### src/rtl/pipelined_decode_ctrl_if.sv
// rtl/pipelined_decode_ctrl_if.sv - issue/execute handshake bundle for the decode/control stage
interface pipelined_decode_ctrl_if #(
  parameter int INST_W = 32,
  parameter int PC_W   = 32
);
  logic              in_valid;
  logic              in_ready;
  logic [INST_W-1:0] inst_i;
  logic [PC_W-1:0]   pc4_i;
  logic              out_valid;
  logic              out_ready;
  logic              flush_i;
  logic [31:0]       ctrl_o;
  logic [PC_W-1:0]   pc4_o;
  logic              illegal_o;

  modport master (
    output in_valid, inst_i, pc4_i, out_ready, flush_i,
    input  in_ready, out_valid, ctrl_o, pc4_o, illegal_o
  );

  modport slave (
    input  in_valid, inst_i, pc4_i, out_ready, flush_i,
    output in_ready, out_valid, ctrl_o, pc4_o, illegal_o
  );
endinterface

### src/rtl/pipelined_decode_ctrl.sv
// rtl/pipelined_decode_ctrl.sv - registered MIPS decode/control stage with MUL busy window
module pipelined_decode_ctrl #(
  parameter int INST_W      = 32,
  parameter int PC_W        = 32,
  parameter int MUL_LATENCY = 3,
  parameter int EN_SPECIAL2 = 1
) (
  input logic                   clk,
  input logic                   rst,
  pipelined_decode_ctrl_if.slave bus
);

  if (INST_W != 32) begin : g_inst_w_check
    $error("pipelined_decode_ctrl: INST_W must be 32");
  end
  if (MUL_LATENCY < 1) begin : g_mul_lat_check
    $error("pipelined_decode_ctrl: MUL_LATENCY must be >= 1");
  end

  localparam int CNT_W = (MUL_LATENCY > 1) ? $clog2(MUL_LATENCY) : 1;

  typedef struct packed {
    logic [3:0] alu_ctrl;
    logic [1:0] alu_a_src;
    logic [2:0] alu_b_src;
    logic [1:0] reg_dst;
    logic [1:0] reg_data_sel;
    logic       reg_write;
    logic       reg_write_sel;
    logic       mem_read;
    logic       mem_write;
    logic       mem_to_reg;
    logic [1:0] bhw;
    logic       dmem_ext_sign;
    logic       ext_sign;
    logic       beq;
    logic       bne;
    logic       bltz_bgtz;
    logic       bgez;
    logic       jump;
    logic       jump_sel;
    logic       nop;
    logic [2:0] pad;
  } ctrl_t;

  typedef enum logic [1:0] {
    S_EMPTY = 2'd0,
    S_FULL  = 2'd1,
    S_MBUSY = 2'd2
  } state_t;

  state_t           state_q, state_d;
  ctrl_t            dec;
  ctrl_t            ctrl_q;
  logic [PC_W-1:0]  pc4_q;
  logic             illegal_q;
  logic [CNT_W-1:0] mul_cnt;
  logic             dec_legal;
  logic             dec_mul;
  logic             mul_wait;
  logic             accept;
  logic             in_ready;
  logic             out_valid;
  logic [5:0]       op;
  logic [5:0]       fn;
  logic [4:0]       rt;

  assign op = bus.inst_i[31:26];
  assign fn = bus.inst_i[5:0];
  assign rt = bus.inst_i[20:16];

  // Decoder: every field starts at zero so nothing leaks from the previous word.
  always_comb begin
    dec       = '0;
    dec_legal = 1'b1;
    dec_mul   = 1'b0;
    if (bus.inst_i == '0) begin
      dec.nop = 1'b1;
    end else begin
      case (op)
        6'h00: begin
          dec.reg_dst   = 2'd1;
          dec.reg_write = 1'b1;
          case (fn)
            6'h24:        dec.alu_ctrl = 4'd0;
            6'h25:        dec.alu_ctrl = 4'd1;
            6'h20, 6'h21: dec.alu_ctrl = 4'd2;
            6'h27:        dec.alu_ctrl = 4'd3;
            6'h26:        dec.alu_ctrl = 4'd4;
            6'h22, 6'h23: dec.alu_ctrl = 4'd6;
            6'h2A:        dec.alu_ctrl = 4'd7;
            6'h2B:        dec.alu_ctrl = 4'd14;
            6'h00: begin
              dec.alu_ctrl  = 4'd10;
              dec.alu_a_src = 2'd1;
            end
            6'h04:        dec.alu_ctrl = 4'd10;
            6'h02: begin
              dec.alu_ctrl  = 4'd13;
              dec.alu_a_src = 2'd1;
            end
            6'h06:        dec.alu_ctrl = 4'd13;
            6'h0A:        dec.reg_write_sel = 1'b1;
            6'h08: begin
              dec.reg_dst   = 2'd0;
              dec.reg_write = 1'b0;
              dec.jump      = 1'b1;
              dec.jump_sel  = 1'b1;
            end
            default:      dec_legal = 1'b0;
          endcase
        end
        6'h08, 6'h09, 6'h0A, 6'h0B, 6'h0E, 6'h0F: begin
          dec.alu_b_src = 3'd1;
          dec.reg_write = 1'b1;
          case (op)
            6'h08: begin
              dec.alu_ctrl = 4'd2;
              dec.ext_sign = 1'b1;
            end
            6'h09: dec.alu_ctrl = 4'd2;
            6'h0A: begin
              dec.alu_ctrl = 4'd7;
              dec.ext_sign = 1'b1;
            end
            6'h0B: dec.alu_ctrl = 4'd14;
            6'h0E: dec.alu_ctrl = 4'd4;
            default: begin
              dec.alu_ctrl  = 4'd10;
              dec.alu_a_src = 2'd2;
            end
          endcase
        end
        6'h23: begin
          dec.alu_ctrl      = 4'd2;
          dec.alu_b_src     = 3'd1;
          dec.reg_write     = 1'b1;
          dec.mem_read      = 1'b1;
          dec.mem_to_reg    = 1'b1;
          dec.bhw           = 2'd2;
          dec.dmem_ext_sign = 1'b1;
        end
        6'h2B: begin
          dec.alu_ctrl      = 4'd2;
          dec.alu_b_src     = 3'd1;
          dec.mem_write     = 1'b1;
          dec.bhw           = 2'd2;
          dec.dmem_ext_sign = 1'b1;
        end
        6'h04: begin
          dec.alu_ctrl = 4'd6;
          dec.beq      = 1'b1;
        end
        6'h05: begin
          dec.alu_ctrl = 4'd6;
          dec.bne      = 1'b1;
        end
        6'h07: begin
          dec.alu_ctrl  = 4'd11;
          dec.alu_b_src = 3'd2;
          dec.bltz_bgtz = 1'b1;
        end
        6'h01: begin
          dec.alu_ctrl  = 4'd7;
          dec.alu_b_src = 3'd2;
          case (rt)
            5'd0:    dec.bltz_bgtz = 1'b1;
            5'd1:    dec.bgez      = 1'b1;
            default: dec_legal     = 1'b0;
          endcase
        end
        6'h02: dec.jump = 1'b1;
        6'h03: begin
          dec.jump         = 1'b1;
          dec.reg_dst      = 2'd2;
          dec.reg_data_sel = 2'd1;
          dec.reg_write    = 1'b1;
        end
        6'h1C: begin
          dec.reg_dst   = 2'd1;
          dec.reg_write = 1'b1;
          if (EN_SPECIAL2 == 0) begin
            dec_legal = 1'b0;
          end else begin
            case (fn)
              6'h02: begin
                dec.alu_ctrl = 4'd9;
                dec_mul      = 1'b1;
              end
              6'h20, 6'h21: dec.alu_ctrl = 4'd12;
              default:      dec_legal    = 1'b0;
            endcase
          end
        end
        default: dec_legal = 1'b0;
      endcase
    end
    if (!dec_legal) begin
      dec     = '0;
      dec.nop = 1'b1;
      dec_mul = 1'b0;
    end
  end

  assign mul_wait = dec_mul && (MUL_LATENCY > 1);

  always_ff @(posedge clk or posedge rst) begin
    if (rst) begin
      state_q <= S_EMPTY;
    end else begin
      state_q <= state_d;
    end
  end

  always_comb begin
    state_d   = state_q;
    in_ready  = 1'b0;
    out_valid = 1'b0;
    case (state_q)
      S_EMPTY: in_ready = 1'b1;
      S_FULL: begin
        out_valid = 1'b1;
        in_ready  = bus.out_ready;
      end
      default: ;
    endcase
    accept = bus.in_valid & in_ready & ~bus.flush_i;
    case (state_q)
      S_EMPTY: begin
        if (accept) state_d = mul_wait ? S_MBUSY : S_FULL;
      end
      S_FULL: begin
        if (accept)             state_d = mul_wait ? S_MBUSY : S_FULL;
        else if (bus.out_ready) state_d = S_EMPTY;
      end
      S_MBUSY: begin
        if (mul_cnt <= CNT_W'(1)) state_d = S_FULL;
      end
      default: state_d = S_EMPTY;
    endcase
    if (bus.flush_i) state_d = S_EMPTY;
  end

  always_ff @(posedge clk or posedge rst) begin
    if (rst) begin
      ctrl_q    <= '0;
      pc4_q     <= '0;
      illegal_q <= 1'b0;
      mul_cnt   <= '0;
    end else if (bus.flush_i) begin
      ctrl_q    <= '0;
      illegal_q <= 1'b0;
      mul_cnt   <= '0;
    end else begin
      illegal_q <= accept & ~dec_legal;
      if (accept) begin
        ctrl_q <= dec;
        pc4_q  <= bus.pc4_i;
      end
      if (accept && mul_wait) begin
        mul_cnt <= CNT_W'(MUL_LATENCY - 1);
      end else if (state_q == S_MBUSY && mul_cnt != '0) begin
        mul_cnt <= mul_cnt - CNT_W'(1);
      end
    end
  end

  assign bus.in_ready  = in_ready;
  assign bus.out_valid = out_valid;
  assign bus.ctrl_o    = ctrl_q;
  assign bus.pc4_o     = pc4_q;
  assign bus.illegal_o = illegal_q;

endmodule

### src/flat_wrapper.sv
// flat-port wrapper written by rule: the top's interface ports become plain ports
module pipelined_decode_ctrl_flat 
#(
  parameter int INST_W      = 32,
  parameter int PC_W        = 32,
  parameter int MUL_LATENCY = 3,
  parameter int EN_SPECIAL2 = 1
)
  (clk, rst, bus_in_valid, bus_inst_i, bus_pc4_i, bus_out_ready, bus_flush_i, bus_in_ready, bus_out_valid, bus_ctrl_o, bus_pc4_o, bus_illegal_o);
  pipelined_decode_ctrl_if #(.INST_W(INST_W), .PC_W(PC_W)) bus_i ();
  input logic clk;
  input logic rst;
  input wire logic [$bits(bus_i.in_valid)-1:0] bus_in_valid;
  input wire logic [$bits(bus_i.inst_i)-1:0] bus_inst_i;
  input wire logic [$bits(bus_i.pc4_i)-1:0] bus_pc4_i;
  input wire logic [$bits(bus_i.out_ready)-1:0] bus_out_ready;
  input wire logic [$bits(bus_i.flush_i)-1:0] bus_flush_i;
  output wire logic [$bits(bus_i.in_ready)-1:0] bus_in_ready;
  output wire logic [$bits(bus_i.out_valid)-1:0] bus_out_valid;
  output wire logic [$bits(bus_i.ctrl_o)-1:0] bus_ctrl_o;
  output wire logic [$bits(bus_i.pc4_o)-1:0] bus_pc4_o;
  output wire logic [$bits(bus_i.illegal_o)-1:0] bus_illegal_o;
  assign bus_i.in_valid = bus_in_valid;
  assign bus_i.inst_i = bus_inst_i;
  assign bus_i.pc4_i = bus_pc4_i;
  assign bus_i.out_ready = bus_out_ready;
  assign bus_i.flush_i = bus_flush_i;
  assign bus_in_ready = bus_i.in_ready;
  assign bus_out_valid = bus_i.out_valid;
  assign bus_ctrl_o = bus_i.ctrl_o;
  assign bus_pc4_o = bus_i.pc4_o;
  assign bus_illegal_o = bus_i.illegal_o;
  pipelined_decode_ctrl #(.INST_W(INST_W), .PC_W(PC_W), .MUL_LATENCY(MUL_LATENCY), .EN_SPECIAL2(EN_SPECIAL2)) u_core (.clk(clk), .rst(rst), .bus(bus_i));
endmodule
### config.mk
export PLATFORM = sky130hd
export DESIGN_NAME = pipelined_decode_ctrl_flat
export DESIGN_NICKNAME = d
export VERILOG_FILES = /design/src/rtl/pipelined_decode_ctrl_if.sv /design/src/rtl/pipelined_decode_ctrl.sv /design/src/flat_wrapper.sv
export SDC_FILE = /design/constraint.sdc
export NUM_CORES = 1
export LEC_CHECK = 0
export ABC_AREA = 1
export BUFFER_PORTS_ARGS = -buffer_cell sky130_fd_sc_hd__buf_4
export CORE_MARGIN = 10
export CORE_UTILIZATION = 35
export DETAILED_ROUTE_END_ITERATION = 7
export PLACE_DENSITY_LB_ADDON = 0.08
export REMOVE_ABC_BUFFERS = 1
export SETUP_SLACK_MARGIN = 0.15
export SKIP_LAST_GASP = 1
export SLEW_MARGIN = 15
export SYNTH_ARGS = -nofsm -noshare
export SYNTH_HDL_FRONTEND = slang
export SYNTH_SLANG_ARGS = --single-unit
### constraint.sdc
create_clock -name clk -period 4.4 [get_ports clk]
set_input_delay 0 -clock clk [delete_from_list [all_inputs] [get_ports clk]]
set_output_delay 0 -clock clk [all_outputs]
set_load 0.02 [all_outputs]
==> flow_summary.yaml <==
run_status:
  status: "finished clean"
critical_path:
  crit_fanout: 35
  worstSetupEndpointType: "register"
  cp_common_cell: "nor2_4"
  cpLargestDelayFamily: "simple AND/OR/NAND/NOR gates"
  critical_path_class: "reg -> reg"
  critPathRequiredTime_ns: 4.67
  arrival_ns: 2.83
  start_kind: "register"
  crit_slowest_cell: "nor2_4"
  path_buf_inv: 1
  path_cells: "a21oi_2 > nand2_2 > nor2_4 > inv_2 > nor2_4 > nand2_8 > o21ai_2"
  max_stage_delay_ns: 0.66
timing:
  fmax_ghz: 0.390
  slew_violations: 0
  skew_ns: 0.00564
  fin_crit_sh_pct: 58.3
  tns_ns: 0
  rsz0062_at_grt: "false"
  finalSetupViolations: 0
  min_period_ns: 2.57
  hold_viol_final: 0
  relSlewSlack_pct: 43.6
  fin_ws_ns: 1.83
  worstMarginPinSlew_ns: 0.845
drt:
  routedWlPerCell_um: 13.8
  wirelength_um: 10200
  antenna_left: 0
  vias: 3310
  drtIter0Drc: 219
  drtPass1Iterations: 4
  drc: 0
  viasPerCell: 4.50
layout:
  design_area_um2: 4910
  fin_nets: 673
  diodes: 0
  area_growth_syn_to_layout_pct: 48.2
  drive_above_1_share_pct: 31.8
pwr:
  p_leak_nw: 2.64
  p_per_area_nw_per_um2: 314
  ir_worst_vdd_mv: 0.158
  seqPwrFrac_pct: 42.0
  power.internal_mw: 1.05
  p_sw_mw: 0.494
  p_sw_share_pct: 32.0
  comb_power_share_pct: 25.5
  pwr-share-clk_pct: 32.5
  finalPower_mw: 1.54
synth:
  synth_cells: 438
  synth_area_um2: 3320
  synth_area_leader_cell: "dfrtp_1"
  synth.top_cell.area_share_pct: 46.0
  ys_warn_count: 0
  synth-seq-cells: 61
  ys.flop_type: "dfrtp_1"
  synthDistinctLibCells: 33
  async_flop_share_pct: 100
  synth.most_common_cell: "nand2_1"
  synth-edff-count: 0
  synthTopCellsByCount: "nand2_1 (186), dfrtp_1 (61), nand3_1 (30), nor2_1 (30), inv_1 (29)"
  yosysSeqAreaShare_pct: 46.0
  synth.area.top_cells: "dfrtp_1 (46%), nand2_1 (21%), nand3_1 (4.5%), nor2_1 (3.4%), inv_1 (3.3%)"
  synth_area_per_cell_um2: 7.57
place:
  place_worst_setup_slack_ns: 1.83
  io_buffers: 129
  dpl_cell_area_um2: 4360
  place_congestion: 0.912
  dp_hpwl_um: 7710
global_route:
  antenna_found_initial: 0
  grt_pass1_wl_um: 17200
  grt_pass1_vias: 3412
  grt.overflow.total: 0
  grt.total_usage_pct: 14.6
  grt_max_degree: 50
floorplanning:
  io_pins: 136
  start_util_pct: 35.9
  coreArea_um2: 9240
  die_w_um: 117
  rows: 35
  dieArea_um2: 13800
  die_h_um: 117
worst_hold_path:
  hold_class: "in -> reg"
clocking:
  clockBufferDepth: 2
  clkSlewWorstSetupHoldPaths_ns: 0.07
  htree_num_levels: 3
  root_buffer: "clkbuf_8"
  cts_sinks: 61
  insertion_delay_ns: 0.33
  cts_tree: "built"
  cts_buffers: 9
flow_run:
  drv_cap: 0
## path summary, 6_finish.rpt
kind | slack (ns) | depth (start not counted) | from | endpoint
setup / recovery | 1.83 | 7 | u_core.state_q[0]$_DFFE_PP0P_ | u_core.bus.ctrl_o[8]$_DFFE_PP0P_
hold / removal | 0.006 | 4 | bus_inst_i[18] | u_core.bus.ctrl_o[6]$_DFFE_PP0P_
setup reg to reg | 1.83 | 7 | u_core.state_q[0]$_DFFE_PP0P_ | u_core.bus.ctrl_o[8]$_DFFE_PP0P_
hold reg to reg | 0.48 | 2 | u_core.bus.pc4_o[21]$_DFFE_PP0P_ | u_core.bus.pc4_o[21]$_DFFE_PP0P_
max in group asynchronous | 3.31 | 4 | rst | u_core.bus.pc4_o[30]$_DFFE_PP0P_
min in group asynchronous | 0.17 | 3 | rst | u_core.bus.pc4_o[18]$_DFFE_PP0P_
## sequential cells by signal (all words and copies together) (netlist names)
signal / cells
u_core.bus.ctrl_o: 24
u_core.bus.illegal_o: 1
u_core.bus.pc4_o: 32
u_core.mul_cnt: 2
u_core.state_q: 2
## layout make-up
cell class                 instances  area (µm²)
clock buffer                       9         124
clock inverter                     7        73.8
fill                             907        4330
inverter                          36         140
multi-input combinational        328        1550
sequential                        61        1530
tap                              129         161
timing repair buffer             166        1340
## tightest hold or removal path, stage by stage
cell     delay [ns]
buf_4          0.08
nor3_1         0.05
nand3_1        0.11
o21ai_2        0.06
## placed cells by master, fill, tap and decap left out, types with 5 or more instances in the layout
master | Yosys | routed
buf_4 | 8 | 130
clkbuf_8 | 1 | 9
conb_1 | 1 | 6
dfrtp_1 | 61 | 61
dlygate4sd3_1 | 0 | 36
inv_1 | 29 | 28
inv_2 | 6 | 7
nand2_1 | 186 | 186
nand3_1 | 30 | 30
nand3_2 | 5 | 5
nor2_1 | 30 | 30
nor2_2 | 10 | 10
nor2_4 | 5 | 5
nor3_1 | 9 | 9
o21ai_0 | 10 | 10
o21ai_2 | 10 | 10
## metrics by stage
step	hold slack, ns	instances	util [%]
CTS	0.000174	736	53.2
finish	0.00631	736	53.2
global placement	-0.0403	684	47.1
floorplan	0.0962	425	-
detailed placement	-0.0376	684	47.1
global route	0.0229	736	53.2
## power by group through the flow
stage          combinational (mW)  clock [mW]  sequential (mW)
6_report                    0.393       0.500            0.648
5_1_grt                     0.433       0.543            0.656
4_1_cts                     0.399       0.519            0.647
3_5_place_dp                0.373           0            0.658
3_3_place_gp                0.370           0            0.656
2_1_floorplan               0.121           0            0.722
## logic make-up (layout without fill, tap and decap cells)
logic type / Yosys count / in the layout / synth area share [%]
AND/OR/NAND/NOR: 288 / 288 / 38.5
flip-flops: 61 / 61 / 46.0
buffers and inverters: 54 / 218 / 7.74
AO/OA/AOI/OAI: 32 / 32 / 6.83
adder cells (fa/ha/maj): 2 / 2 / 0.755
other: 1 / 6 / 0.113
## routing by layer
layer	wire length (µm)	GRT usage [%]
met1	5070	20.3
met2	4400	21.7
met3	588	4.32
met4	91	3.29
met5	0	0
## repair_timing
item                      4_1_cts  5_1_grt
hold endpoints to repair       49        0
resized for setup               0        0
hold buffers                   36        0
setup buffers                   0        0
Note: power is estimated with default switching activity, not from simulation.
